**src/rtl/cpu_pkg.sv**
```systemverilog
// cpu_pkg: shared opcode, T-state index and control-bit position constants
package cpu_pkg;
  localparam logic [3:0] OP_LDA = 4'b0000;
  localparam logic [3:0] OP_ADD = 4'b0001;
  localparam logic [3:0] OP_SUB = 4'b0010;
  localparam logic [3:0] OP_OUT = 4'b1110;
  localparam logic [3:0] OP_HLT = 4'b1111;
  localparam int T1 = 0;
  localparam int T2 = 1;
  localparam int T3 = 2;
  localparam int T4 = 3;
  localparam int T5 = 4;
  localparam int T6 = 5;
  localparam int CTRL_CP = 11;
  localparam int CTRL_EP = 10;
  localparam int CTRL_LM = 9;
  localparam int CTRL_CE = 8;
  localparam int CTRL_II = 7;
  localparam int CTRL_IO = 6;
  localparam int CTRL_LA = 5;
  localparam int CTRL_EA = 4;
  localparam int CTRL_SU = 3;
  localparam int CTRL_EU = 2;
  localparam int CTRL_LB = 1;
  localparam int CTRL_LO = 0;
endpackage

```
**src/rtl/ring_counter6.sv**
```systemverilog
// ring_counter6: 6-bit one-hot rotator; ports clk, rst (sync, to 000001), en (rotate), ring (one-hot state)
module ring_counter6 (
  input  logic       clk,
  input  logic       rst,
  input  logic       en,
  output logic [5:0] ring
);
  logic [5:0] ring_d, ring_q;
  always_comb ring_d = rst ? 6'b000001 : en ? {ring_q[4:0], ring_q[5]} : ring_q;
  always_ff @(posedge clk) ring_q <= ring_d;
  assign ring = ring_q;
endmodule

```
**src/rtl/control_sequencer.sv**
```systemverilog
// control_sequencer: T1..T6 ring plus opcode decode into the 12-bit control word and halt; ports clk, rst, run, opcode in; ctrl, halt, t_state out
module control_sequencer
  import cpu_pkg::*;
(
  input  logic        clk,
  input  logic        rst,
  input  logic        run,
  input  logic [3:0]  opcode,
  output logic [11:0] ctrl,
  output logic        halt,
  output logic [5:0]  t_state
);
  logic [5:0] t;
  logic halt_d, halt_q, act, hlt_now, lda, add, sub, out, mem, alu;
  assign lda = opcode == OP_LDA;
  assign add = opcode == OP_ADD;
  assign sub = opcode == OP_SUB;
  assign out = opcode == OP_OUT;
  assign mem = lda | add | sub;
  assign alu = add | sub;
  assign act = !rst && !halt_q && run;
  // HLT is taken at the T4 edge and freezes the ring there
  assign hlt_now = act && t[T4] && opcode == OP_HLT;
  ring_counter6 u_ring (.clk(clk), .rst(rst), .en(act && !hlt_now), .ring(t));
  always_comb halt_d = rst ? 1'b0 : halt_q | hlt_now;
  always_ff @(posedge clk) halt_q <= halt_d;
  always_comb begin
    ctrl = '0;
    ctrl[CTRL_CP] = t[T2];
    ctrl[CTRL_EP] = t[T1];
    ctrl[CTRL_LM] = t[T1] | (t[T4] & mem);
    ctrl[CTRL_CE] = t[T3] | (t[T5] & mem);
    ctrl[CTRL_II] = t[T3];
    ctrl[CTRL_IO] = t[T4] & mem;
    ctrl[CTRL_LA] = (t[T5] & lda) | (t[T6] & alu);
    ctrl[CTRL_EA] = t[T4] & out;
    ctrl[CTRL_SU] = (t[T5] | t[T6]) & sub;
    ctrl[CTRL_EU] = t[T6] & alu;
    ctrl[CTRL_LB] = t[T5] & alu;
    ctrl[CTRL_LO] = t[T4] & out;
    ctrl = act ? ctrl : '0;
  end
  assign halt = halt_q;
  assign t_state = t;
endmodule
```
**config.mk**
```make
export PLATFORM = sky130hd
export DESIGN_NAME = control_sequencer
export DESIGN_NICKNAME = d
export VERILOG_FILES = /design/src/rtl/cpu_pkg.sv /design/src/rtl/ring_counter6.sv /design/src/rtl/control_sequencer.sv
export SDC_FILE = /design/constraint.sdc
export NUM_CORES = 1
export LEC_CHECK = 0
export ABC_AREA = 1
export CAP_MARGIN = 15
export CELL_PAD_IN_SITES_DETAIL_PLACEMENT = 2
export CELL_PAD_IN_SITES_GLOBAL_PLACEMENT = 2
export CORE_ASPECT_RATIO = 0.9
export CORE_UTILIZATION = 15
export DETAILED_ROUTE_END_ITERATION = 8
export HOLD_SLACK_MARGIN = 0.15
export PLACE_DENSITY_LB_ADDON = 0.1
export SKIP_LAST_GASP = 1
export SLEW_MARGIN = 30
export SYNTH_ARGS = -nofsm -noshare
export SYNTH_HDL_FRONTEND = slang
export SYNTH_SLANG_ARGS = --single-unit
```
**constraint.sdc**
```tcl
create_clock -name clk -period 1.1 [get_ports clk]
set_input_delay 0.22 -clock clk [delete_from_list [all_inputs] [get_ports clk]]
set_output_delay 0.22 -clock clk [all_outputs]
set_load 0.005 [all_outputs]
```
### After elaboration in Yosys (flattened, before gate mapping)

Index checks and enable logic that the tools add are counted.

| cells by class | value |
|---|---|
| bitwise gates (word level) | 15 |
| add/subtract/negate cells | 0 |
| shift-type cells | 0 |
| order comparisons | 0 |
| eq/ne operators | 4 |
| mux-type cells | 1 |
| reductions and logical operators | 9 |
| multipliers | 0 |
| divide/modulo/power cells | 0 |

Operator list:

| operator | number |
|---|---|
| 12-bit two-way mux | 1 |
| 4-bit equality test (second input constant) | 2 |
| 1-bit OR | 8 |
| 1-bit bitwise AND | 7 |
| 1-bit logical AND | 5 |
| 4-bit by 1-bit equality test with 1-bit output (second input constant) | 1 |
| 4-bit by 2-bit equality test with 1-bit output (second input constant) | 1 |
| 4-bit zero test | 1 |
| 1-bit zero test | 3 |

| storage, ports and cells | value |
|---|---|
| RAM bits | 0 |
| flip-flop bits (word level) | 7 |
| bits in latches | 0 |
| bits in read-only memories | 0 |
| bits of input ports | 7 |
| memories kept | 0 |

### Depth between registers and ports, before layout

| depth | value |
|---|---|
| word-level depth | 7 |
| gate-level depth with buffers | 8 |
| gate-level depth less buffers | 8 |

### By module

Synthesis repeated with hierarchy kept, for this count alone.

| second synthesis, totals | value |
|---|---|
| cell total of the unflattened synthesis | 78 |
| area total of the unflattened synthesis | 444.2 sq um |

By module, submodules not included:

| module | cells an instance | times used | seq. area each (sq um) | area each (sq um) |
|---|---|---|---|---|
| ring_counter6 | 37 | 1 | 120.1 | 245.2 |
| control_sequencer | 41 | 1 | 20.0 | 198.9 |

### Least setup slack after synthesis

Ideal clock, no wire load.

| path | value |
|---|---|
| kind | register to output |
| start point | register halt_q (netlist: halt) |
| end point | output port ctrl[4] |
| path buffers | 1 |
| cell stages (with the launch flop) | 7 |
| setup slack | -263 ps |
| data arrival time | 1143 ps |
| cells stage by stage | dfxtp_1 inv_1 nand2_1 nor2_2 inv_1 nor4_1 buf_4 |

| between the ends | value |
|---|---|
| word-level cells in the longest chain between the ends | 4 |

RTL lines:

| element | RTL line | text |
|---|---|---|
| start, declared | control_sequencer.sv:14 | `logic halt_d, halt_q, act, hlt_now, lda, add, sub, out, mem, alu;` |
| start signal, assigned | control_sequencer.sv:26 | `always_ff @(posedge clk) halt_q <= halt_d;` |
| 1-bit zero test | control_sequencer.sv:21 | `assign act = !rst && !halt_q && run;` |
| 1-bit logical AND (2 in series) | control_sequencer.sv:21 |  |
| 12-bit two-way mux | control_sequencer.sv:41 | `ctrl = act ? ctrl : '0;` |
| end, declared | control_sequencer.sv:9 | `output logic [11:0] ctrl,` |

Every way passes these cells.

### Worst setup path after layout

Ends and elaborated chain as after synthesis.

==> metrics.md <==
| Metric | Value |
|---|---|
| Relative slew slack | 0.786 |
| Syn Nets | 76 |
| Register area | 151 um2 |
| CP endpoint kind | output port |
| Core Box Area | 2730 um2 |
| # diodes | 0 |
| Worst-Skew Late Latency | 0.25 ns |
| Area taken by multi-input logic gates | 350 um2 |
| Least-Margin Pin Slew | 0.319 ns |
| Post-synthesis cell area | 430 um2 |
| P_sw | 0.222 mW |
| Mean Syn Cell Area | 6.24 um2 |
| Synth Flop Type | dfxtp_1 |
| Number of remaining DRC errors | 0 |
| Power Density | 704 nW/um2 |
| Hold_ws | 0.404 ns |
| Post-route ant nets | 0 |
| Max clock buf depth | 2 |
| Gr usage total | 0.141 |
| Wire length per cell | 12.1 um |
| Yosys warnings | 0 |
| RSZ-0062 raised after global routing | true |
| Die Footprint | 3090 um2 |
| Final WS setup | -0.341 ns |
| Switching Fraction | 0.297 |
| CP Class | reg2out |
| Min Tclk post-route | 1.44 ns |
| Synth Register Bits | 7 |
| Clk_skew | 0.00349 ns |
| Die H | 52.8 um |
| Run status | complete, but fails checks |
| Initial antenna violation count | 0 |
| # nets final | 135 |
| Largest net degree at the start of global routing | 8 |
| Vias post-DR | 671 |
| CTS Hold Buffers Added | 0 |
| EDFF count, synth | 0 |
| Hpwl dp | 1.45 mm |
| Die width | 58.5 um |
| Starting Density | 0.158 |
| CTS tree | done |
| Max-slew violations | 0 |
| Area added between synthesis and finish | 146% |
| Distinct cell type count after synthesis | 19 |
| Vias in the first global route | 662 |
| Fin. Hold Viols | 0 |
| Fmax | 0.694 GHz |
| Worst hold path type | in2reg |
| Asr flop ratio synth | 0 |
| CTS buffer count | 3 |
| DR pass1 iterations | 2 |
| Global placer's final weighted congestion | 0.719 |
| CP Max Fanout | 4 |
| CTS sink count | 7 |
| Layout cells sized above 1 | 0.661 |
| DRT Wirelength | 2.02 mm |
| Leak Pwr | 0.502 nW |
| Sequential area share after synthesis | 0.326 |
| PortBufs | 25 |
| Failing checks | negative setup slack |
| Max-cap violation count | 0 |
| Filler cells | 327 |
| Top Ports | 26 |
| Worst VDD drop | 0.506 mV |
| Final core occ | 0.389 |
| Final worst path period share | 1.31 |
| Sum Neg Setup Slack | -3.83 ns |
| Number of core rows | 18 |
| Seq pwr share | 0.362 |
| Combinational share of power | 0.315 |
| Global-route wire length before repair | 3.17 mm |
| Iter 0 DRT Violations | 3 |
| Worst-path clk slew | 0.06 ns |
| Cells after synthesis | 69 |
| Critical Path AT | 1.22 ns |
| Critical Path Source Type | register |
| Internal power | 0.525 mW |
| Congestion Overflow GR | 0 |
| Root buffer cell | clkbuf_4 |
| Vias/cell | 4.02 |
| H-tree depth | 1 |
| Clock Power Share | 0.322 |
| Worst Path Required | 0.88 ns |
| Final setup fails | 18 |
## flip-flops by register name, summed over array words and instances, names as in the netlist
signal / cells
halt: 1
u_ring.ring: 6
## worst max-delay path, stage by stage (launching register included)
cell     delay (ns)
dfxtp_2        0.33
inv_4          0.07
nand2_4        0.05
nor2_4         0.15
inv_4          0.07
nor4_4         0.14
buf_2          0.15
## cell families after synthesis
kind of cell / share of synthesized area
AND/OR/NAND/NOR: 0.427
buffers and inverters: 0.119
AO/OA/AOI/OAI: 0.128
flip-flops: 0.326
## power by group through the flow
stage	Clock, mW	Combinational (mW)	Sequential, mW
6_report	0.241	0.235	0.270
5_1_grt	0.277	0.256	0.272
4_1_cts	0.260	0.222	0.271
3_5_place_dp	0	0.211	0.277
3_3_place_gp	0	0.207	0.276
2_1_floorplan	0	0.0649	0.280
## path summary, 6_finish.rpt
| check | to | cells past startpoint | from | slack (ns) |
|---|---|---|---|---|
| worst max register to register | u_ring.ring[0] | 8 | halt | -0.16 |
| worst max-delay path | ctrl[4] | 6 | halt | -0.34 |
| worst min-delay path | halt | 3 | rst | 0.40 |
| worst min register to register | u_ring.ring[3] | 2 | u_ring.ring[3] | 0.54 |
## placed cells by master, fill, tap and decap left out, drive strengths merged, types with 3 or more instances in the layout
cell type,n
buf,49
nor2,18
nand2,16
inv,9
dfxtp,7
nand3,5
clkbuf,4
clkdlybuf4s15,4
a21oi,4
dlygate4sd2,3
o22ai,3
## per-layer routing
metal  share of wire  GRT usage  up-vias
li1                -          -      335
met1            0.45      0.178      318
met2            0.49      0.238       16
met3           0.057     0.0519        2
met4          0.0020     0.0119        0
met5               0          0        -
## metrics by stage
step	setup slack, ns	cells	power, mW	area [um2]
2_1_floorplan	-0.155	69	0.344	458
3_3_place_gp	-0.956	154	0.483	923
3_5_place_dp	-0.977	154	0.488	923
4_1_cts	-0.367	164	0.752	1000
5_1_grt	-0.428	167	0.805	1060
6_report	-0.341	167	0.746	1060
## synth_stat cells, types with 2 or more instances
library cell	instances	area, um2
nand2_2	2	12.5
o22ai_1	3	18.8
a21oi_1	3	15.0
nand2_1	14	52.6
nor2_1	16	60.1
dfxtp_1	7	140
nand3_1	4	20.0
inv_1	9	33.8
## repair_timing
item | CTS | global route
buffers inserted | 7 | 3
hold endpoints to repair | 0 | 0
setup endpoints to repair | 26 | 18
pin swaps | 13 | 9
gates resized for setup | 109 | 12
## cell type report
cell class,count,share of cell area
sequential,7,0.143
multi-input combinational,50,0.331
tap,40,0.0472
clock buffer,4,0.0248
timing repair buffer,56,0.413
inverter,10,0.0413
No activity file was read; power rests on OpenSTA's default activity.
